==> src/rtl/instruction_fetch_unit.sv <==
`timescale 1ns/1ps
`default_nettype none
// ============================================================================
// Module   : instruction_fetch_unit
// Purpose  : Pipeline front end. Owns the PC, keeps at most one instruction
//            memory request in flight, and buffers the returned word for the
//            IF/ID register. Also drives the IF/ID load-enable and flush.
// Ports    : clk, Reset            - clock, async active-high reset
//            Stall                 - ID hazard, IF/ID must hold
//            Redirect, Redirect_Target - taken branch/jump, new PC
//            imem_req/imem_addr    - fetch request strobe and address
//            imem_valid/imem_rdata - in-order response strobe and data
//            Instr_Out/PCOG_Out/PC4_Out - buffered instruction, its PC, PC+4
//            IF_ID_LE/IF_ID_Flush  - IF/ID load enable and flush
// Revision : 1.0 - initial release
// ============================================================================
module instruction_fetch_unit #(
  parameter logic [31:0] RESET_PC  = 32'h00000000,
  parameter logic [31:0] NOP_INSTR = 32'h00000013
) (
  input  logic        clk,
  input  logic        Reset,
  input  logic        Stall,
  input  logic        Redirect,
  input  logic [31:0] Redirect_Target,
  output logic        imem_req,
  output logic [31:0] imem_addr,
  input  logic        imem_valid,
  input  logic [31:0] imem_rdata,
  output logic [31:0] Instr_Out,
  output logic [31:0] PCOG_Out,
  output logic [31:0] PC4_Out,
  output logic        IF_ID_LE,
  output logic        IF_ID_Flush
);

  localparam logic [31:0] RESET_PC4 = RESET_PC + 32'd4;

  // FETCH: issue request; WAIT: response pending; HOLD: word buffered for
  // IF/ID; DROP: response pending but already invalidated by a redirect.
  typedef enum logic [1:0] {
    S_FETCH = 2'd0,
    S_WAIT  = 2'd1,
    S_HOLD  = 2'd2,
    S_DROP  = 2'd3
  } state_t;

  state_t      state_q, state_d;
  logic [31:0] pc_q, pc_d;
  logic [31:0] instr_q, instr_d;
  logic [31:0] pcog_q, pcog_d;
  logic [31:0] pc4_q, pc4_d;
  logic [31:0] redirect_pc;

  // Redirect targets are forced to word alignment.
  assign redirect_pc = {Redirect_Target[31:2], 2'b00};

  // Reset gating keeps the strobes low for the whole time Reset is high,
  // independent of what Redirect/Stall are doing.
  assign imem_req    = (state_q == S_FETCH) & ~Redirect & ~Reset;
  assign imem_addr   = pc_q;
  assign IF_ID_LE    = (state_q == S_HOLD) & ~Stall & ~Redirect & ~Reset;
  assign IF_ID_Flush = Redirect & ~Reset;

  assign Instr_Out = instr_q;
  assign PCOG_Out  = pcog_q;
  assign PC4_Out   = pc4_q;

  always_comb begin
    state_d = state_q;
    pc_d    = pc_q;
    instr_d = instr_q;
    pcog_d  = pcog_q;
    pc4_d   = pc4_q;

    if (Redirect) begin
      // Redirect overrides stall and every normal transition. An in-flight
      // response is still owed by memory, so it must be absorbed (DROP)
      // unless it arrives in this very cycle.
      pc_d = redirect_pc;
      case (state_q)
        S_FETCH: state_d = S_FETCH;
        S_WAIT:  state_d = imem_valid ? S_FETCH : S_DROP;
        S_HOLD: begin
          instr_d = NOP_INSTR;
          state_d = S_FETCH;
        end
        S_DROP:  state_d = imem_valid ? S_FETCH : S_DROP;
        default: state_d = S_FETCH;
      endcase
    end else begin
      // imem_valid outside WAIT/DROP is a protocol violation and is ignored.
      case (state_q)
        S_FETCH: begin
          if (imem_req) state_d = S_WAIT;
        end
        S_WAIT: begin
          if (imem_valid) begin
            instr_d = imem_rdata;
            pcog_d  = pc_q;
            pc4_d   = pc_q + 32'd4;
            state_d = S_HOLD;
          end
        end
        S_HOLD: begin
          if (IF_ID_LE) begin
            pc_d    = pc_q + 32'd4;
            instr_d = NOP_INSTR;
            state_d = S_FETCH;
          end
        end
        S_DROP: begin
          if (imem_valid) state_d = S_FETCH;
        end
        default: state_d = S_FETCH;
      endcase
    end
  end

  always_ff @(posedge clk or posedge Reset) begin
    if (Reset) begin
      state_q <= S_FETCH;
      pc_q    <= RESET_PC;
      instr_q <= NOP_INSTR;
      pcog_q  <= RESET_PC;
      pc4_q   <= RESET_PC4;
    end else begin
      state_q <= state_d;
      pc_q    <= pc_d;
      instr_q <= instr_d;
      pcog_q  <= pcog_d;
      pc4_q   <= pc4_d;
    end
  end

endmodule
`default_nettype wire

==> config.mk <==
export PLATFORM = sky130hd
export DESIGN_NAME = instruction_fetch_unit
export DESIGN_NICKNAME = d
export VERILOG_FILES = /design/src/rtl/instruction_fetch_unit.sv
export SDC_FILE = /design/constraint.sdc
export NUM_CORES = 1
export LEC_CHECK = 0
export CORE_AREA = 4 4 100 140
export DETAILED_ROUTE_END_ITERATION = 8
export DIE_AREA = 0 0 104 144
export GPL_ROUTABILITY_DRIVEN = 0
export GPL_TIMING_DRIVEN = 0
export PLACE_DENSITY = 0.77
export REMOVE_ABC_BUFFERS = 1
export SKIP_CTS_REPAIR_TIMING = 1
export SYNTH_ARGS = -nofsm -noshare
export SYNTH_HDL_FRONTEND = slang
export SYNTH_SLANG_ARGS = --single-unit
==> constraint.sdc <==
create_clock -name clk -period 4.9 [get_ports clk]
set_clock_uncertainty 0.15 [all_clocks]
set_input_delay 0.98 -clock clk [delete_from_list [all_inputs] [get_ports clk]]
set_output_delay 0.98 -clock clk [all_outputs]
set_load 0.1 [all_outputs]
==> key figures, run 1 <==
Status
  – Outcome: complete, no violations

Hold path
  – Hold depth: 2
  – Hold WC Path Type: reg -> reg
  – Hold Path Origin: PC4_Out[2]$_DFFE_PP1P_
  – Hold Crit Endpoint: PC4_Out[2]$_DFFE_PP1P_

Detailed routing
  – # DRC: 0
  – Drt total wl: 15.8 mm
  – Initial DRC Count: 174
  – Routed wire per std cell: 17.9 µm
  – Vias per cell: 5.34
  – DRT Pass-1 Iters: 4
  – Vias: 4708
  – ANT nets after route: 0

Final layout
  – # diodes: 0
  – Most common cell after layout, fill and taps aside: clkdlybuf4s50_1
  – P&R area growth vs syn: 45.5%
  – # nets final: 790
  – Share of layout cells above drive strength 1: 12.2%
  – Final Cell Area: 0.00840 mm²
  – Most frequent cells in the layout: clkdlybuf4s50_1, dfrtp_1, nand2_1
  – Post-layout util: 65.8%

Timing
  – Final Max Tran Viols: 0
  – Final Setup Violations: 0
  – Setup ws final: 0.315 ns
  – Crit path time final: 4.58 ns
  – Slew headroom: 15.8%
  – RSZ-0062 raised after global routing: no
  – Fmax: 0.218 GHz
  – Final hold viol count: 0
  – Worst Tran Pin Value: 1.25 ns
  – Period utilization: 93.6%

Place
  – Post-DP Area: 0.00782 mm²
  – Post-Place Setup Slack: 0.314 ns
  – HPWL after DPL: 11.7 mm
  – Port bufs: 191

Worst setup path
  – R2r endpoint: imem_addr[30]$_DFFE_PP0P_
  – Flop-to-flop setup slack: 1.89 ns
  – CP required: 3.77 ns
  – Endpoint class of the critical path: primary output
  – Critical path type: in -> out
  – Critical Path AT: 3.45 ns
  – R2r startpoint: imem_addr[2]$_DFFE_PP0P_
  – Crit-path max FO: 12
  – Worst setup SP type: primary input
  – R2R cell count: 6

Yosys
  – Synth cell types: 44
  – Syn_area_per_cell: 10.7 µm²
  – Synth Register Bits: 124
  – Gate Count Post-Synth: 538
  – Synthesized cell area: 0.00577 mm²
  – Post-synth top area cell: dfrtp_1
  – Yosys warning total: 0
  – Synth top area cells: dfrtp_1, xor2_1, mux2_2, nand2_1, o21ai_0
  – Area share of the largest cell type after synthesis: 52.0%
  – Sequential area share after synthesis: 53.8%

GRT
  – Number of global-route vias before repair: 4925
  – Initial antenna violation count: 0
  – Overall global routing resource usage: 21.4%
  – Grt ovf: 0
  – First-pass GRT wire length: 25.4 mm
  – Largest net degree at the start of global routing: 82

Die
  – FP Rows: 49
  – Die W: 104 µm
  – # IOs: 200
  – Starting Density: 45.3%
  – Die height: 144 µm
  – Die area: 0.0150 mm²
  – Core region area: 0.0128 mm²

CTS
  – H-tree levels: 4
  – CTS Buf Count: 17
  – CTS root buffer: clkbuf_16
  – Clk pin slew, worst setup/hold paths: 0.05 ns
  – # clock sinks: 124
  – Worst skew pair latency: 0.41 ns
  – TritonCTS clock tree: done
  – Clock buffer depth: 2

Run
  – Max Cap Viol: 0
-- cell type report --
| type | count | area [µm²] |
|---|---|---|
| multi-input cells | 366 | 2430 |
| flip-flops and latches | 124 | 3110 |
| well taps | 153 | 191 |
| clock buffers | 18 | 429 |
| fillers | 1004 | 4360 |
| inverters | 8 | 35.0 |
| clock inverters | 14 | 148 |
| repair buffers | 199 | 2050 |
-- flip-flops by register name (all words and copies together) (netlist names) --
signal	count
PCOG_Out	30
imem_addr	30
state_q	2
Instr_Out	32
PC4_Out	30
-- how the worst max path moves through the flow --
| stage | endpoint | cells past startpoint | from | slack [ns] |
|---|---|---|---|---|
| 2_1_floorplan | Instr_Out[10]$_DFFE_PP0P_ | 1 | Reset | 0.48 |
| 3_3_place_gp | Instr_Out[10]$_DFFE_PP0P_ | 3 | Redirect | -2.29 |
| 3_5_place_dp | IF_ID_LE | 4 | Reset | 0.31 |
| 4_1_cts | IF_ID_LE | 4 | Reset | 0.30 |
| 5_1_grt | IF_ID_LE | 4 | Reset | 0.23 |
| 6_report | IF_ID_LE | 4 | Reset | 0.32 |
-- worst max-delay path, stage by stage --
cell and delay, ns:
clkdlybuf4s50_1 0.59, or3b_4 0.59, nor2_1 0.13, clkdlybuf4s50_1 1.16
-- metrics by stage --
stage | instances | setup TNS (ns) | hold slack [ns]
floorplan | 498 | 0 | 0.391
global placement | 842 | -333.98 | 0.308
detailed placement | 850 | 0 | 0.317
CTS | 882 | 0 | 0.326
global route | 882 | 0 | 0.345
finish | 882 | 0 | 0.320
-- synth_stat cells, drive strengths merged --
master and number:
inv 8, nor3 8, clkbuf 25, dfrtp 120, nand3b 1, and2 1, a221oi 2, buf 20
a21oi 7, a211oi 1, mux2 30, or3b 1, nor3b 2, nand2 78, a21o 1, o21ai 59
nor4b 1, or2 2, mux2i 2, conb 1, and3 6, nor4 6, dfstp 4, xnor2 17
nand4 18, xor2 40, nand3 23, and4 2, ha 5, nor2 14, nor2b 2, o32a 2
a22o 29
-- cells by family (layout without fill, tap and decap cells) --
group | count (synthesis) | after routing | synth area share [%]
compound gates | 101 | 101 | 11.1
xor+xnor | 57 | 57 | 8.65
fa+ha+maj | 5 | 5 | 1.08
buf+inv | 53 | 239 | 4.49
flops | 124 | 124 | 53.8
mux | 32 | 32 | 6.20
other cells | 1 | 6 | 0.0650
simple gates | 165 | 165 | 14.6
-- per-layer routing --
| layer | track usage (%) | routed length, µm |
|---|---|---|
| met1 | 23.3 | 5940 |
| met2 | 38.8 | 8350 |
| met3 | 7.82 | 1320 |
| met4 | 7.28 | 187 |
| met5 | 0 | 0 |
Power of run 1 is left out: the tool's default activity adds up to more than one toggle a clock period on the data nets, which glitch-free logic cannot reach.
==> run 2, diff against run 1 <==
--- a/config.mk
+++ b/config.mk
@@ -5,14 +5,17 @@
 export SDC_FILE = /design/constraint.sdc
 export NUM_CORES = 1
 export LEC_CHECK = 0
-export CORE_AREA = 4 4 100 140
+export CELL_PAD_IN_SITES_DETAIL_PLACEMENT = 1
+export CELL_PAD_IN_SITES_GLOBAL_PLACEMENT = 1
+export CORE_AREA = 2 2 114 160
 export DETAILED_ROUTE_END_ITERATION = 8
-export DIE_AREA = 0 0 104 144
+export DIE_AREA = 0 0 116 162
 export GPL_ROUTABILITY_DRIVEN = 0
 export GPL_TIMING_DRIVEN = 0
-export PLACE_DENSITY = 0.77
+export PLACE_DENSITY = 0.75
 export REMOVE_ABC_BUFFERS = 1
 export SKIP_CTS_REPAIR_TIMING = 1
+export SLEW_MARGIN = 20
 export SYNTH_ARGS = -nofsm -noshare
 export SYNTH_HDL_FRONTEND = slang
 export SYNTH_SLANG_ARGS = --single-unit
==> key figures, run 2 (synthesis results as in run 1) <==
Final layout
  – Share of layout cells above drive strength 1: 12.2% (-0.017 points)
  – Reg area: 0.00311 mm² (unchanged)
  – P&R area growth vs syn: 47.2%
  – Fillers: 1940 (+93%)
  – Max reg flops: 32 (unchanged)
  – Most frequent cells in the layout: clkdlybuf4s50_1, dfrtp_1, nand2_1
  – # diodes: 0 (unchanged)
  – Most common cell after layout, fill and taps aside: clkdlybuf4s50_1
  – # nets final: 791 (+0.13%)
  – Post-layout util: 49.2% (-17 points)
  – Final Cell Area: 0.00850 mm² (+1.2%)
  – Multi-input gate area: 0.00244 mm² (+0.36%)

Detailed routing
  – ANT nets after route: 0 (unchanged)
  – DRT Pass-1 Iters: 4 (unchanged)
  – Vias per cell: 4.92 (-7.9%)
  – Drt total wl: 17.8 mm (+13%)
  – Vias: 4749 (+0.87%)
  – Routed wire per std cell: 18.5 µm (+3.2%)
  – Initial DRC Count: 167 (-4.0%)
  – # DRC: 0 (unchanged)

Worst setup path
  – Critical Path AT: 3.46 ns (about the same)
  – Endpoint class of the critical path: primary output
  – Critical path type: in -> out
  – CP required: 3.77 ns (about the same)
  – Worst setup SP type: primary input
  – Crit-path max FO: 12 (unchanged)

Timing
  – Worst Tran Pin Value: 1.06 ns (-0.191 ns)
  – Final Setup Violations: 0 (unchanged)
  – RSZ-0062 raised after global routing: no
  – Crit path time final: 4.59 ns (+0.00287 ns)
  – Final Max Tran Viols: 0 (unchanged)
  – Slew headroom: 28.6% (+13 points)
  – Period utilization: 93.6% (about the same)
  – Fmax: 0.218 GHz (about the same)
  – Final hold viol count: 0 (unchanged)
  – Setup ws final: 0.312 ns (-0.00287 ns)

Status
  – Outcome: complete, no violations

CTS
  – Clk pin slew, worst setup/hold paths: 0.06 ns (about the same)
  – CTS Buf Count: 17 (unchanged)
  – Clock buffer depth: 2 (unchanged)
  – Worst skew pair latency: 0.41 ns (about the same)
  – CTS root buffer: clkbuf_16
  – # clock sinks: 124 (unchanged)
  – H-tree levels: 4 (unchanged)
  – TritonCTS clock tree: done

Die
  – # IOs: 200 (unchanged)
  – Die height: 162 µm (+13%)
  – Starting Density: 33.4% (-12 points)
  – Die W: 116 µm (+12%)
  – FP Rows: 57 (+16%)
  – Die area: 0.0188 mm² (+25%)
  – Core region area: 0.0173 mm² (+35%)

Place
  – Port bufs: 191 (unchanged)
  – HPWL after DPL: 12.8 mm (+9.8%)
  – Post-Place Setup Slack: 0.304 ns (-0.00910 ns)
  – Post-DP Area: 0.00789 mm² (+0.85%)

Hold path
  – Hold WC Path Type: reg -> reg

GRT
  – Overall global routing resource usage: 20.0% (-1.4 points)
  – First-pass GRT wire length: 29.0 mm (+14%)
  – Grt ovf: 0 (unchanged)
  – Largest net degree at the start of global routing: 72 (-12%)
  – Initial antenna violation count: 0 (unchanged)
  – Number of global-route vias before repair: 5258 (+6.8%)

Run
  – Max Cap Viol: 0 (unchanged)
## run 2: cell count changes in the layout (fill, tap and decap cells not counted), moves of 2 or more
cell / before / now
buf_16: 3 / 1
buf_2: 1 / 3
buf_6: 0 / 5
buf_8: 2 / 0
clkinv_2: 3 / 0
## run 2: worst max-delay path, stage by stage
cell and delay, ns:
clkdlybuf4s50_1 0.58, or3b_4 0.59, nor2_1 0.13, clkdlybuf4s50_1 1.17
## run 2: path summary, 6_finish.rpt
check	startpoint	cells past startpoint	slack [ns]	to
min reg2reg	PC4_Out[2]$_DFFE_PP1P_	2	0.33	PC4_Out[2]$_DFFE_PP1P_
max reg2reg	imem_addr[2]$_DFFE_PP0P_	6	2.07	imem_addr[30]$_DFFE_PP0P_
min	PC4_Out[2]$_DFFE_PP1P_	2	0.33	PC4_Out[2]$_DFFE_PP1P_
max in group asynchronous	Reset	3	2.81	imem_addr[13]$_DFFE_PP0P_
max	Reset	4	0.31	IF_ID_LE
min in group asynchronous	Reset	2	1.04	PCOG_Out[14]$_DFFE_PP0P_
## run 2: per-stage QoR
stage	setup TNS, ns	hold WS (ns)	cells
floorplan	0	0.391	498
global placement	-384.71	0.310	925
detailed placement	0	0.320	934
CTS	0	0.331	966
global route	0	0.359	966
finish	0	0.325	966
## run 2: routing by layer
layer	up-vias	part of all wire [%]	GRT usage [%]
met5	-	0	0
met2	160	52	35.0
met4	0	1.3	5.36
met3	15	7.7	7.28
met1	2362	39	22.8
li1	2212	-	-
## run 2: layout make-up
| type | instances | share of cell area [%] |
|---|---|---|
| clock buffers | 20 | 5.26 |
| clock inverters | 12 | 1.93 |
| flip-flops and latches | 124 | 36.6 |
| multi-input cells | 366 | 28.7 |
| inverters | 8 | 0.412 |
| repair buffers | 200 | 23.6 |
| well taps | 236 | 3.48 |
Power of run 2 is left out for the same reason.
